`src/rtl/tt_dfd_capture_ctrl.sv`:
```
// Trigger-qualified sampling controller feeding the debug capture register stage.
// Produces a one-cycle capture enable plus registered sample data, with arm/trigger/post-count control.
module tt_dfd_capture_ctrl #(
  parameter int unsigned WIDTH       = 8,
  parameter int unsigned CNT_WIDTH   = 8,
  parameter int unsigned DECIM_WIDTH = 4
) (
  input  logic                   clk,
  input  logic                   rst,
  input  logic                   arm_i,
  input  logic                   disarm_i,
  input  logic                   trigger_i,
  input  logic [CNT_WIDTH-1:0]   post_count_i,
  input  logic [DECIM_WIDTH-1:0] decim_i,
  input  logic [WIDTH-1:0]       in,
  output logic                   cap_en_o,
  output logic [WIDTH-1:0]       cap_data_o,
  output logic [1:0]             state_o,
  output logic                   done_o,
  output logic                   trig_seen_o,
  output logic [CNT_WIDTH-1:0]   sample_cnt_o
);

  typedef enum logic [1:0] {
    StIdle  = 2'd0,
    StArmed = 2'd1,
    StPost  = 2'd2,
    StDone  = 2'd3
  } state_e;

  state_e               state_q, state_d;
  logic [DECIM_WIDTH-1:0] dec_cnt_q, dec_cnt_d;
  logic [CNT_WIDTH-1:0] remaining_q, remaining_d;
  logic [CNT_WIDTH-1:0] sample_cnt_q, sample_cnt_d;
  logic                 trig_seen_q, trig_seen_d;
  logic                 cap_en_q, cap_en_d;
  logic [WIDTH-1:0]     cap_data_q, cap_data_d;
  logic                 done_q, done_d;

  logic running;
  logic strobe;
  logic cap_take;

  // State register
  always_ff @(posedge clk) begin
    if (rst) begin
      state_q      <= StIdle;
      dec_cnt_q    <= '0;
      remaining_q  <= '0;
      sample_cnt_q <= '0;
      trig_seen_q  <= 1'b0;
      cap_en_q     <= 1'b0;
      cap_data_q   <= '0;
      done_q       <= 1'b0;
    end else begin
      state_q      <= state_d;
      dec_cnt_q    <= dec_cnt_d;
      remaining_q  <= remaining_d;
      sample_cnt_q <= sample_cnt_d;
      trig_seen_q  <= trig_seen_d;
      cap_en_q     <= cap_en_d;
      cap_data_q   <= cap_data_d;
      done_q       <= done_d;
    end
  end

  // Next-state logic
  always_comb begin
    state_d      = state_q;
    dec_cnt_d    = dec_cnt_q;
    remaining_d  = remaining_q;
    sample_cnt_d = sample_cnt_q;
    trig_seen_d  = trig_seen_q;

    if (running) begin
      dec_cnt_d = strobe ? decim_i : dec_cnt_q - DECIM_WIDTH'(1);
    end

    if (disarm_i) begin
      state_d      = StIdle;
      dec_cnt_d    = '0;
      remaining_d  = '0;
      sample_cnt_d = '0;
      trig_seen_d  = 1'b0;
    end else begin
      unique case (state_q)
        StIdle, StDone: begin
          if (arm_i) begin
            // Zeroed counter makes the first ARMED cycle a strobe.
            state_d      = StArmed;
            dec_cnt_d    = '0;
            remaining_d  = '0;
            sample_cnt_d = '0;
            trig_seen_d  = 1'b0;
          end
        end
        StArmed: begin
          if (trigger_i) begin
            trig_seen_d = 1'b1;
            if (post_count_i == '0) begin
              state_d = StDone;
            end else begin
              state_d     = StPost;
              remaining_d = post_count_i;
            end
          end
        end
        StPost: begin
          if (strobe) begin
            sample_cnt_d = sample_cnt_q + CNT_WIDTH'(1);
            remaining_d  = remaining_q - CNT_WIDTH'(1);
            if (remaining_q == CNT_WIDTH'(1)) begin
              state_d = StDone;
            end
          end
        end
        default: state_d = StIdle;
      endcase
    end

    cap_en_d   = cap_take;
    cap_data_d = cap_take ? in : cap_data_q;
    done_d     = (state_d == StDone);
  end

  // Output decode
  always_comb begin
    running      = (state_q == StArmed) || (state_q == StPost);
    strobe       = running && (dec_cnt_q == '0);
    cap_take     = strobe && !disarm_i;
    state_o      = state_q;
    cap_en_o     = cap_en_q;
    cap_data_o   = cap_data_q;
    done_o       = done_q;
    trig_seen_o  = trig_seen_q;
    sample_cnt_o = sample_cnt_q;
  end

endmodule

```
`config.mk`:
```
export PLATFORM = sky130hd
export DESIGN_NAME = tt_dfd_capture_ctrl
export DESIGN_NICKNAME = d
export VERILOG_FILES = /design/src/rtl/tt_dfd_capture_ctrl.sv
export SDC_FILE = /design/constraint.sdc
export NUM_CORES = 1
export LEC_CHECK = 0
export ABC_AREA = 1
export CAP_MARGIN = 0
export CORE_ASPECT_RATIO = 2
export CORE_MARGIN = 1
export CORE_UTILIZATION = 40
export DETAILED_ROUTE_END_ITERATION = 16
export HOLD_SLACK_MARGIN = 0.06
export PLACE_DENSITY = 0.77
export RECOVER_POWER = 100
export SETUP_SLACK_MARGIN = 0.2
export SYNTH_ARGS = -nofsm -noshare
export SYNTH_HDL_FRONTEND = slang
export SYNTH_SLANG_ARGS = --single-unit
```
`constraint.sdc`:
```
create_clock -name clk -period 1.95 [get_ports clk]
set_clock_uncertainty 0.15 [all_clocks]
set_input_delay 0.39 -clock clk [delete_from_list [all_inputs] [get_ports clk]]
set_output_delay 0.39 -clock clk [all_outputs]
set_load 0.01 [all_outputs]
```
==> impl_metrics.tcl <==
set metrics [dict create \
    relSlewSlack_pct 82.02 \
    status "finished, final reports clean" \
    clk_pin_slew_ns 0.07 \
    fin_area_um2 2669 \
    avgViaCountPerCell 5.063 \
    crit_fanout 8 \
    chipWidth_um 49.48 \
    hold_viol_final 0 \
    cts.sinks 33 \
    ctsRootBufferMaster "clkbuf_8" \
    clockBufferDepth 2 \
    ir_worst_vdd_v 0.0005855 \
    synth.area.top_cells "dfxtp_1 37%, nand2_1 16%, a21oi_1 7.8%" \
    drc_errors 0 \
    synth_area_um2 1803 \
    postCtsHoldBufs 0 \
    yosys.area.top_type_share_pct 36.64 \
    comb_power_share_pct 22.7 \
    placed_cell_area_um2 2426 \
    drive_above_1_share_pct 17.60 \
    drtAntennaViolNets 0 \
    row_count 34 \
    end_kind "register" \
    min_period_ns 1.828 \
    clkPwrFrac_pct 38.0 \
    firstDrtPassIters 4 \
    antenna_found_initial 0 \
    finalMaxSlewViolations 0 \
    syn_area_per_cell_um2 6.629 \
    setup_tns_ns 0 \
    rsz0062_at_grt "yes" \
    avgRoutedWirePerCell_um 13.00 \
    via_count 2000 \
    utilization_pct 61.51 \
    leakage_nw 1.110 \
    ios 46 \
    swShare_pct 27.66 \
    gp_congestion 0.8685 \
    synthToLayoutAreaGrowth_pct 48.02 \
    cp-start-kind "register" \
    p_sw_mw 0.4968 \
    insertion_delay_ns 0.29 \
    setup_ws_ns 0.1222 \
    fin_nets 371 \
    dp_hpwl_mm 3.669 \
    die_height_um 96.95 \
    grt_pass1_wl_mm 8.100 \
    crit_type "register to register" \
    cts_tree "built" \
    wl_mm 5.136 \
    dieArea_um2 4796 \
    cts_inserted_buffers 5 \
    intPower_mw 1.300 \
    synth_warnings 0 \
    grt_usage_pct 21.70 \
    start_util_pct 41.55 \
    min_path_type "register to register" \
    place_ws_ns 0.01389 \
    timing.max_cap.violations 0 \
    tightest_slew_ns 0.2669 \
    yosys.area.top_type "dfxtp_1" \
    setup_viol 0 \
    fillers 393 \
    io_buffers 45 \
    grt_pass1_vias 1945 \
    required_ns 2.01 \
    regArea_um2 661.9 \
    power_density_nw_per_um2 673.1 \
    htree_levels 2 \
    grt_max_degree 11 \
    multi_input_area_um2 1077 \
    min_period_over_period_pct 93.73 \
    total_power_mw 1.796 \
    syn_inst 272 \
    coreArea_um2 4339 \
    cp.arrival_ns 1.89 \
    syn_nets 303 \
    first_iter_violations 63 \
    fmax_mhz 547.1 \
    ys_ff_latch 33 \
    ys_types 28 \
    pwr-share-seq_pct 39.3 \
    gr-total-overflow 0 \
    ys_seq_area_share_pct 36.64 \
    num_antenna_cells 0 \
]
-- timing repair --
item | 4_1_cts | 5_1_grt
cloned | 0 | 0
endpoints found under the hold margin | 0 | 0
setup endpoints to repair | 29 | 29
pin swaps | 5 | 12
setup buffers | 2 | 3
gates resized for setup | 13 | 29
-- final timing paths --
kind                                  end  cells past startpoint  slack [ns]                          from
max           remaining_q[2]$_SDFFE_PP0P_                      9        0.12         state_o[0]$_SDFF_PP0_
min          sample_cnt_o[4]$_SDFFE_PP0P_                      2        0.31  sample_cnt_o[4]$_SDFFE_PP0P_
max reg2reg   remaining_q[2]$_SDFFE_PP0P_                      9        0.12         state_o[0]$_SDFF_PP0_
min reg2reg  sample_cnt_o[4]$_SDFFE_PP0P_                      2        0.31  sample_cnt_o[4]$_SDFFE_PP0P_
-- per-stage QoR --
step | hold WS, ns | cells
global route | 0.3277 | 395
finish | 0.3130 | 395
global placement | 0.2953 | 382
detailed placement | 0.3018 | 382
CTS | 0.3129 | 392
floorplan | 0.3063 | 272
-- flip-flops by register name (all words and copies together) (netlist names) --
register and flops:
dec_cnt_q 4, cap_data_o 8, state_o 2, done_o 1
cap_en_o 1, remaining_q 8, trig_seen_o 1, sample_cnt_o 8
-- final cells by class --
cell class	instances	share of cell area (%)
Inverter	37	5.298
Clock inverter	1	1.125
Timing Repair Buffer	66	22.64
Tap cell	54	2.532
Clock buffer	7	3.235
Sequential cell	33	24.80
Multi-Input combinational cell	197	40.37
-- power groups by stage --
stage	Sequential [mW]	Clock, mW	Combinational [mW]
after CTS	0.705	0.685	0.363
after floorplan	0.724	0	0.178
after global routing	0.707	0.718	0.442
after global placement	0.720	0	0.346
final	0.706	0.682	0.408
after detailed placement	0.720	0	0.349
-- Yosys cell counts --
| master | n |
|---|---|
| o221ai_1 | 1 |
| nor3b_1 | 1 |
| a21oi_2 | 1 |
| dfxtp_1 | 33 |
| nand2_1 | 79 |
| nand3_1 | 21 |
| ha_1 | 6 |
| a21oi_1 | 28 |
| clkbuf_1 | 2 |
| nand4_1 | 3 |
| o211ai_1 | 1 |
| inv_1 | 33 |
| a31oi_1 | 1 |
| o31a_1 | 1 |
| nand3_2 | 1 |
| inv_2 | 3 |
| clkinv_1 | 1 |
| nor3_1 | 1 |
| xnor2_1 | 2 |
| nand2_4 | 2 |
| nor2_2 | 2 |
| buf_2 | 2 |
| o21ai_2 | 1 |
| buf_6 | 1 |
| nand2_2 | 2 |
| nor2_4 | 3 |
| o21ai_0 | 15 |
| nor2_1 | 25 |
-- critical path, cell delays in order, from the launching register on --
cell and delay, ns:
dfxtp_1 0.38, inv_2 0.07, ha_4 0.28, nand2_2 0.11, nand2_1 0.10, a21oi_4 0.14
nand2_4 0.08, nor2_4 0.19, nand2_1 0.09, a21oi_1 0.15
-- cell families (layout without fill, tap and decap cells) --
kind of cell | count (synthesis) | in the layout | synth area share [%]
simple gates | 140 | 140 | 34.28
flops | 33 | 33 | 36.64
xor+xnor | 2 | 2 | 0.9717
compound gates | 49 | 49 | 14.64
buf+inv | 42 | 111 | 9.299
fa+ha+maj | 6 | 6 | 4.164
-- layout by cell type, fill, tap and decap left out, drive strengths merged --
cell           netlist  routed
nand2               83      83
nand4                3       3
inv                 36      36
o31a                 1       1
a31oi                1       1
ha                   6       6
o211ai               1       1
nor2                30      30
dlygate4sd2          0       6
xnor2                2       2
o21ai               16      16
dlygate4sd3          0       9
nor3                 1       1
clkbuf               2       7
o221ai               1       1
clkdlybuf4s25        0       6
dfxtp               33      33
clkinv               1       1
clkdlybuf4s50        0      24
nor3b                1       1
a21oi               29      29
bufinv               0       1
nand3               22      22
buf                  3      21
-- metal layers --
metal	track usage, %	up-vias	wire length (µm)
met5	0	-	0
met2	40.89	78	2941
met4	10.99	0	187
met3	5.503	19	247
met1	20.51	899	1759
li1	-	1004	-
(Power assumes the default switching activity.)
